===== config.mk =====
export PLATFORM = sky130hd
export DESIGN_NAME = bullet_pool_flat
export DESIGN_NICKNAME = d
export VERILOG_FILES = /design/src/rtl/bullet_pool_pkg.sv /design/src/rtl/bullet_pool_if.sv /design/src/rtl/bullet_free_slot_enc.sv /design/src/rtl/bullet_pool.sv /design/src/flat_wrapper.sv
export SDC_FILE = /design/constraint.sdc
export NUM_CORES = 1
export LEC_CHECK = 0
export CORE_UTILIZATION = 45
export CTS_BUF_LIST = sky130_fd_sc_hd__clkbuf_4 sky130_fd_sc_hd__clkbuf_8 sky130_fd_sc_hd__clkbuf_16
export CTS_CLUSTER_SIZE = 12
export DETAILED_ROUTE_END_ITERATION = 8
export PLACE_DENSITY = 0.73
export SLEW_MARGIN = 20
export SYNTH_ARGS = -nofsm -noshare
export SYNTH_HDL_FRONTEND = slang
export SYNTH_SLANG_ARGS = --single-unit

===== constraint.sdc =====
create_clock -name clk -period 11.8 [get_ports clk]
set_input_delay 1.77 -clock clk [delete_from_list [all_inputs] [get_ports clk]]
set_output_delay 1.77 -clock clk [all_outputs]
set_load 0.02 [all_outputs]

===== src/rtl/bullet_pool_pkg.sv =====
`default_nettype none
// ============================================================================
// bullet_pkg : shared types and widths for the bullet pool
// Revision   : 1.0
// ============================================================================
package bullet_pkg;

  localparam int C_COLOR_W = 3;
  localparam int C_DIR_W   = 2;

  typedef enum logic [C_COLOR_W-1:0] {
    WHITE = 3'b000,
    GREEN = 3'b001,
    BLUE  = 3'b010
  } color_t;

  typedef enum logic [C_DIR_W-1:0] {
    DIR_POS_Y = 2'b00,
    DIR_NEG_Y = 2'b01,
    DIR_POS_X = 2'b10,
    DIR_NEG_X = 2'b11
  } dir_t;

  // Non-coordinate attributes of one pool entry
  typedef struct packed {
    color_t color;
    dir_t   dir;
  } entry_t;

endpackage
`default_nettype wire


===== src/rtl/bullet_pool_if.sv =====
`default_nettype none
// ============================================================================
// bullet_pool_if : spawn handshake and collide request bundle
// Revision       : 1.0
// ============================================================================
interface bullet_pool_if #(
  parameter int COORD_W = 8,
  parameter int IDX_W   = 3
);
  logic               spawn_valid;
  logic               spawn_ready;
  logic [COORD_W-1:0] spawn_x;
  logic [COORD_W-1:0] spawn_y;
  logic [COORD_W-1:0] spawn_w;
  logic [COORD_W-1:0] spawn_h;
  logic [2:0]         spawn_color;
  logic [1:0]         spawn_dir;
  logic [IDX_W-1:0]   spawn_idx;
  logic               collide_valid;
  logic [IDX_W-1:0]   collide_idx;

  modport master (
    output spawn_valid, spawn_x, spawn_y, spawn_w, spawn_h,
           spawn_color, spawn_dir, collide_valid, collide_idx,
    input  spawn_ready, spawn_idx
  );

  modport slave (
    input  spawn_valid, spawn_x, spawn_y, spawn_w, spawn_h,
           spawn_color, spawn_dir, collide_valid, collide_idx,
    output spawn_ready, spawn_idx
  );
endinterface
`default_nettype wire


===== src/rtl/bullet_free_slot_enc.sv =====
`default_nettype none
// ============================================================================
// bullet_free_slot_enc : lowest-zero priority encoder over the active mask
// Revision             : 1.0
// ============================================================================
module bullet_free_slot_enc #(
  parameter int N     = 8,
  parameter int IDX_W = $clog2(N)
) (
  input  logic [N-1:0]     mask_i,
  output logic [IDX_W-1:0] idx_o,
  output logic             any_free_o
);

  // Scan from the top so the lowest free slot is the last one written
  always_comb begin
    idx_o      = '0;
    any_free_o = 1'b0;
    for (int i = N - 1; i >= 0; i--) begin
      if (!mask_i[i]) begin
        idx_o      = IDX_W'(i);
        any_free_o = 1'b1;
      end
    end
  end

endmodule
`default_nettype wire


===== src/rtl/bullet_pool.sv =====
`default_nettype none
// ============================================================================
// bullet_pool : pool of moving entries with spawn/collide and two read ports
// Revision    : 1.0
// ============================================================================
module bullet_pool
  import bullet_pkg::*;
#(
  parameter int NUM_ENTRIES = 8,
  parameter int COORD_W     = 8,
  parameter int STEP        = 5,
  parameter int LIMIT       = 200,
  parameter int RESTART     = 1,
  parameter int IDX_W       = $clog2(NUM_ENTRIES)
) (
  input  logic                 clk,
  input  logic                 rst_n,
  input  logic                 tick,
  input  logic                 clear_all,
  bullet_pool_if.slave         sp,
  input  logic [IDX_W-1:0]     rd_idx_a,
  input  logic [IDX_W-1:0]     rd_idx_b,
  output logic [2*COORD_W-1:0] pos_a,
  output logic [2*COORD_W-1:0] pos_b,
  output logic [2*COORD_W-1:0] size_a,
  output logic [2*COORD_W-1:0] size_b,
  output logic [C_COLOR_W-1:0] color_a,
  output logic [C_COLOR_W-1:0] color_b,
  output logic                 render_a,
  output logic                 render_b,
  output logic [IDX_W:0]       active_count
);

  localparam logic [COORD_W-1:0] C_STEP    = COORD_W'(STEP);
  localparam logic [COORD_W-1:0] C_LIMIT   = COORD_W'(LIMIT);
  localparam logic [COORD_W-1:0] C_RESTART = COORD_W'(RESTART);

  logic [NUM_ENTRIES-1:0] active_q, active_d;
  logic [COORD_W-1:0]     x_q [NUM_ENTRIES];
  logic [COORD_W-1:0]     x_d [NUM_ENTRIES];
  logic [COORD_W-1:0]     y_q [NUM_ENTRIES];
  logic [COORD_W-1:0]     y_d [NUM_ENTRIES];
  logic [COORD_W-1:0]     w_q [NUM_ENTRIES];
  logic [COORD_W-1:0]     w_d [NUM_ENTRIES];
  logic [COORD_W-1:0]     h_q [NUM_ENTRIES];
  logic [COORD_W-1:0]     h_d [NUM_ENTRIES];
  entry_t                 attr_q [NUM_ENTRIES];
  entry_t                 attr_d [NUM_ENTRIES];
  logic [IDX_W:0]         count_q, count_d;

  logic [IDX_W-1:0]       w_free_idx;
  logic                   w_any_free;
  logic                   w_spawn_fire;

  function automatic logic [COORD_W-1:0] step_coord(input logic [COORD_W-1:0] c,
                                                    input logic pos);
    logic [COORD_W:0] sum;
    sum = {1'b0, c} + {1'b0, C_STEP};
    if (pos) step_coord = (c >= C_LIMIT) ? C_RESTART : sum[COORD_W-1:0];
    else     step_coord = (c < C_STEP)   ? C_LIMIT   : c - C_STEP;
  endfunction

  bullet_free_slot_enc #(
    .N     (NUM_ENTRIES),
    .IDX_W (IDX_W)
  ) u_free_slot_enc (
    .mask_i     (active_q),
    .idx_o      (w_free_idx),
    .any_free_o (w_any_free)
  );

  assign sp.spawn_ready = w_any_free & ~clear_all;
  assign sp.spawn_idx   = w_free_idx;
  assign w_spawn_fire   = sp.spawn_valid & sp.spawn_ready;

  // Collide is applied before spawn so it can never cancel a fresh allocation
  always_comb begin
    active_d = active_q;
    x_d      = x_q;
    y_d      = y_q;
    w_d      = w_q;
    h_d      = h_q;
    attr_d   = attr_q;
    count_d  = '0;

    if (tick) begin
      for (int i = 0; i < NUM_ENTRIES; i++) begin
        if (active_q[i]) begin
          case (attr_q[i].dir)
            DIR_POS_Y: y_d[i] = step_coord(y_q[i], 1'b1);
            DIR_NEG_Y: y_d[i] = step_coord(y_q[i], 1'b0);
            DIR_POS_X: x_d[i] = step_coord(x_q[i], 1'b1);
            DIR_NEG_X: x_d[i] = step_coord(x_q[i], 1'b0);
          endcase
        end
      end
    end

    if (sp.collide_valid) active_d[sp.collide_idx] = 1'b0;

    if (w_spawn_fire) begin
      x_d[w_free_idx]          = sp.spawn_x;
      y_d[w_free_idx]          = sp.spawn_y;
      w_d[w_free_idx]          = sp.spawn_w;
      h_d[w_free_idx]          = sp.spawn_h;
      attr_d[w_free_idx].color = color_t'(sp.spawn_color);
      attr_d[w_free_idx].dir   = dir_t'(sp.spawn_dir);
      active_d[w_free_idx]     = 1'b1;
    end

    if (clear_all) active_d = '0;

    for (int i = 0; i < NUM_ENTRIES; i++) begin
      count_d = count_d + {{IDX_W{1'b0}}, active_d[i]};
    end
  end

  always_ff @(posedge clk or negedge rst_n) begin
    if (!rst_n) begin
      active_q <= '0;
      x_q      <= '{default: '0};
      y_q      <= '{default: '0};
      w_q      <= '{default: '0};
      h_q      <= '{default: '0};
      attr_q   <= '{default: '0};
      count_q  <= '0;
    end else begin
      active_q <= active_d;
      x_q      <= x_d;
      y_q      <= y_d;
      w_q      <= w_d;
      h_q      <= h_d;
      attr_q   <= attr_d;
      count_q  <= count_d;
    end
  end

  assign pos_a        = {x_q[rd_idx_a], y_q[rd_idx_a]};
  assign pos_b        = {x_q[rd_idx_b], y_q[rd_idx_b]};
  assign size_a       = {w_q[rd_idx_a], h_q[rd_idx_a]};
  assign size_b       = {w_q[rd_idx_b], h_q[rd_idx_b]};
  assign color_a      = attr_q[rd_idx_a].color;
  assign color_b      = attr_q[rd_idx_b].color;
  assign render_a     = active_q[rd_idx_a];
  assign render_b     = active_q[rd_idx_b];
  assign active_count = count_q;

endmodule
`default_nettype wire

===== src/flat_wrapper.sv =====
// flat-port wrapper written by rule: the top's interface ports become plain ports
module bullet_pool_flat import bullet_pkg::*;
#(
  parameter int NUM_ENTRIES = 8,
  parameter int COORD_W     = 8,
  parameter int STEP        = 5,
  parameter int LIMIT       = 200,
  parameter int RESTART     = 1,
  parameter int IDX_W       = $clog2(NUM_ENTRIES)
)
  (clk, rst_n, tick, clear_all, rd_idx_a, rd_idx_b, pos_a, pos_b, size_a, size_b, color_a, color_b, render_a, render_b, active_count, sp_spawn_valid, sp_spawn_x, sp_spawn_y, sp_spawn_w, sp_spawn_h, sp_spawn_color, sp_spawn_dir, sp_collide_valid, sp_collide_idx, sp_spawn_ready, sp_spawn_idx);
  bullet_pool_if #(.COORD_W(COORD_W), .IDX_W(IDX_W)) sp_i ();
  input  logic clk;
  input  logic rst_n;
  input  logic tick;
  input  logic clear_all;
  input  logic [IDX_W-1:0] rd_idx_a;
  input  logic [IDX_W-1:0] rd_idx_b;
  output logic [2*COORD_W-1:0] pos_a;
  output logic [2*COORD_W-1:0] pos_b;
  output logic [2*COORD_W-1:0] size_a;
  output logic [2*COORD_W-1:0] size_b;
  output logic [C_COLOR_W-1:0] color_a;
  output logic [C_COLOR_W-1:0] color_b;
  output logic render_a;
  output logic render_b;
  output logic [IDX_W:0] active_count;
  input wire logic [$bits(sp_i.spawn_valid)-1:0] sp_spawn_valid;
  input wire logic [$bits(sp_i.spawn_x)-1:0] sp_spawn_x;
  input wire logic [$bits(sp_i.spawn_y)-1:0] sp_spawn_y;
  input wire logic [$bits(sp_i.spawn_w)-1:0] sp_spawn_w;
  input wire logic [$bits(sp_i.spawn_h)-1:0] sp_spawn_h;
  input wire logic [$bits(sp_i.spawn_color)-1:0] sp_spawn_color;
  input wire logic [$bits(sp_i.spawn_dir)-1:0] sp_spawn_dir;
  input wire logic [$bits(sp_i.collide_valid)-1:0] sp_collide_valid;
  input wire logic [$bits(sp_i.collide_idx)-1:0] sp_collide_idx;
  output wire logic [$bits(sp_i.spawn_ready)-1:0] sp_spawn_ready;
  output wire logic [$bits(sp_i.spawn_idx)-1:0] sp_spawn_idx;
  assign sp_i.spawn_valid = sp_spawn_valid;
  assign sp_i.spawn_x = sp_spawn_x;
  assign sp_i.spawn_y = sp_spawn_y;
  assign sp_i.spawn_w = sp_spawn_w;
  assign sp_i.spawn_h = sp_spawn_h;
  assign sp_i.spawn_color = sp_spawn_color;
  assign sp_i.spawn_dir = sp_spawn_dir;
  assign sp_i.collide_valid = sp_collide_valid;
  assign sp_i.collide_idx = sp_collide_idx;
  assign sp_spawn_ready = sp_i.spawn_ready;
  assign sp_spawn_idx = sp_i.spawn_idx;
  bullet_pool #(.NUM_ENTRIES(NUM_ENTRIES), .COORD_W(COORD_W), .STEP(STEP), .LIMIT(LIMIT), .RESTART(RESTART), .IDX_W(IDX_W)) u_core (.clk(clk), .rst_n(rst_n), .tick(tick), .clear_all(clear_all), .sp(sp_i), .rd_idx_a(rd_idx_a), .rd_idx_b(rd_idx_b), .pos_a(pos_a), .pos_b(pos_b), .size_a(size_a), .size_b(size_b), .color_a(color_a), .color_b(color_b), .render_a(render_a), .render_b(render_b), .active_count(active_count));
endmodule

==> impl_metrics.csv <==
group,metric,value,unit
worst_setup_path,path_class,"in2out",
sta,hold_violations,0,
placement,dp_hpwl,57600,um
clocking,path_clk_slew,60,ps
detailed_routing,finalWirelength,84700,um
sta,finalSetupViolCount,0,
worst_setup_path,cp-end-kind,"primary output",
worst_setup_path,max_stage_delay,730,ps
worst_setup_path,critical_path.max_fanout,39,
floorplan,die_w,230,um
global_route,grt_pass1_wl,130000,um
clocking,numCtsBuffers,38,
sta,min_period,6570,ps
worst_hold_path,hold_path_end,"u_core.h_q[14]$_DFFE_PN0P_",
global_route,grtUsageTotal,32.0,%
global_route,grt_max_degree,122,
worst_setup_path,r2r_start,"u_core.active_q[1]$_DFF_PN0_",
floorplan,die-area,52700,sq um
floorplan,core_region_area,51300,sq um
sta,tns,0,ps
detailed_routing,wl_per_cell,25.9,um
worst_setup_path,arrival,4800,ps
placement,io_buffers,131,
run,cap_viol_max_count,0,
logic_synthesis,syn_nets,2709,
logic_synthesis,synth_flop_cell,"dfrtp_1",
detailed_routing,initialDrtViolationCount,2825,
sta,slew_viol_final,0,
pwr,ir_drop,0.131,mV
clocking,cts.hold.buffers_added,0,
logic_synthesis,avgSynthCellArea,8.91,sq um
placement,gp_congestion,1.00,
global_route,grt.overflow.total,0,
sta,skew,7.44,ps
worst_setup_path,r2r_end,"u_core.active_count[1]$_DFF_PN0_",
floorplan,placementRows,83,
worst_setup_path,start_kind,"input port",
worst_setup_path,cp.required,10030,ps
worst_setup_path,r2r_cells,9,
pwr,p_leak,10.9,nW
worst_setup_path,critPathTopFamily,"buffers and inverters",
logic_synthesis,yosysSeqAreaShare,33.1,%
worst_setup_path,cp_num_buf_inv,3,
worst_setup_path,r2r_slack,7270,ps
sta,rsz0062_at_grt,"false",
clocking,cts_root_buffer,"clkbuf_16",
detailed_routing,drt-pass1-iter-count,6,
clocking,htree_levels,2,
finish,drive_gt1_share,15.6,%
placement,place_ws,5250,ps
floorplan,die_h,230,um
worst_hold_path,hp-start,"u_core.h_q[14]$_DFFE_PN0P_",
clocking,ctsResizeCount,0,
sta,max_freq,152,MHz
worst_hold_path,min_path_cells,2,
worst_setup_path,crit_top_cell,"buf_4",
clocking,numClockSinks,308,
worst_setup_path,startpoint,"rd_idx_b[0]",
logic_synthesis,ys_types,94,
clocking,cts.path.max_buffers,3,
sta,slew_headroom,23.0,%
detailed_routing,detail-route-antenna-nets,0,
logic_synthesis,postSynthCellCount,2618,
finish,layout.nets,2650,
logic_synthesis,yosys_register_bits,308,
sta,fin_ws,5230,ps
global_route,grt_pass1_vias,21500,
worst_hold_path,worstHoldPathType,"reg2reg",
logic_synthesis,yosysWarnings,0,
clocking,tritoncts,"built",
pwr,p_per_area,122,nW/um^2
clocking,post-cts-setup-buffers,0,
worst_setup_path,slowest_stage,"buf_4",
sta,fin_crit_sh,55.7,%
detailed_routing,via_count,22200,
global_route,antenna_found_initial,3,
sta,worst_pin_slew,1160,ps
worst_setup_path,cp_cell_sequence,"buf_4 -> buf_4 -> mux4_2 -> o21ai_0 -> clkdlybuf4s50_1",
detailed_routing,viasPerCell,6.78,
detailed_routing,drc,0,
floorplan,ios,132,
status,status,"finished, final reports clean",
logic_synthesis,synthArstFlopShare,100,%
finish,areaGrowthSynthToFinish,11.7,%
clocking,clock_latency,570,ps
logic_synthesis,synth_enable_flop_cells,0,
logic_synthesis,netlist_area,23300,sq um
floorplan,start_util,45.5,%
Yosys cell counts, types with 16 or more instances:
library cell  number  area share, %
o21ai_0          139            3.0
mux4_2           144             14
o22ai_1           25           0.67
o21a_1            21           0.68
inv_1             73            1.2
buf_2             43           0.92
a31oi_1           45            1.2
nand2_1          541            8.7
or3_1             22           0.59
o211ai_1          27           0.87
nor2_1           177            2.8
ha_1              35            1.9
nor3_1            54            1.2
mux2_2           111            5.4
nand2b_1          23           0.62
and2_1            16           0.43
a21oi_1          109            2.3
dfrtp_1          308             33
nor2b_1           36           0.97
nor4_1            25           0.67
o311ai_0          19           0.71
clkbuf_1         190            3.1
a22oi_1           26           0.84
a211oi_1          18           0.58
o221ai_1          19           0.71
nand3_1           54            1.2
where the power goes:
part	switching, W	leakage (nW)	internal (W)
registers	0.000178	4.10	0.00113
logic	0.000344	6.13	0.000285
clock network	0.000501	0.670	0.000752
total	0.00102	10.9	0.00216
stage by stage:
step           power [W]  std cells  util (%)  cell area, sq um  hold WS (ps)
2_1_floorplan    0.00168       2618         -             23300           457
3_3_place_gp     0.00191       3198      48.1             24700           470
3_5_place_dp     0.00193       3198      48.1             24700           483
4_1_cts          0.00318       3267      50.7             26000           496
5_1_grt          0.00330       3268      50.7             26000           518
6_report         0.00319       3270      50.7             26000           497
sequential cells by signal, summed over array words and instances (netlist names):
signal and flops:
u_core.active_count 4, u_core.w_q 64, u_core.x_q 64, u_core.h_q 64
u_core.attr_q 40, u_core.y_q 64, u_core.active_q 8
worst max path at each step:
stage,depth (start not counted),end,slack [ps]
floorplan,4,pos_a[0],6670
global placement,5,pos_a[1],5270
detailed placement,5,pos_b[1],5250
CTS,5,pos_a[1],5260
global route,5,pos_a[1],5090
finish,5,pos_b[1],5230
worst min-delay path, cell delays in order (launching register included):
cell and delay [ps]:
dfrtp_1 360, nand2_1 50, nand2_1 60
cell type report:
cell class	instances	area, sq um
antenna	2	5.00
clock buffer	54	1160
fill	4633	25300
clock inverter	15	179
inverter	73	274
sequential	308	7710
multi-input combinational	1983	14400
timing repair buffer	155	1490
tap	680	851
cells in the final DEF (no fill, tap or decap), types with 13 or more instances in the layout:
master	count
nand2b_1	23
o221ai_1	19
a21o_1	13
a21oi_1	109
nor2b_1	36
or4_1	13
nor4_1	25
buf_4	27
nand2_1	541
or3_1	22
and2_1	16
nand3_1	52
a211oi_1	18
o22ai_1	25
inv_1	73
clkdlybuf4s50_1	124
o211ai_1	27
a31oi_1	45
mux4_2	144
o311ai_0	19
nor3_1	54
clkbuf_16	39
ha_1	35
dfrtp_1	308
mux2_2	111
o21a_1	21
a22oi_1	26
o21ai_0	139
nor2_1	175
a221oi_1	15
cells by family (layout without fill, tap and decap cells):
kind of cell	after synthesis	after routing	synth area share, %
mux	265	265	19.7
compound gates	640	640	19.2
buf+inv	327	297	5.58
fa+ha+maj	39	39	2.22
flops	308	308	33.1
xor+xnor	14	14	0.526
other cells	0	2	0
simple gates	1025	1025	19.7
layer usage:
| layer | global-route usage (%) | wire [um] |
|---|---|---|
| met1 | 41.1 | 32600 |
| met2 | 48.4 | 37400 |
| met3 | 8.64 | 9530 |
| met4 | 18.9 | 5180 |
| met5 | 0 | 11 |
Power figures use the tool's default switching activity.
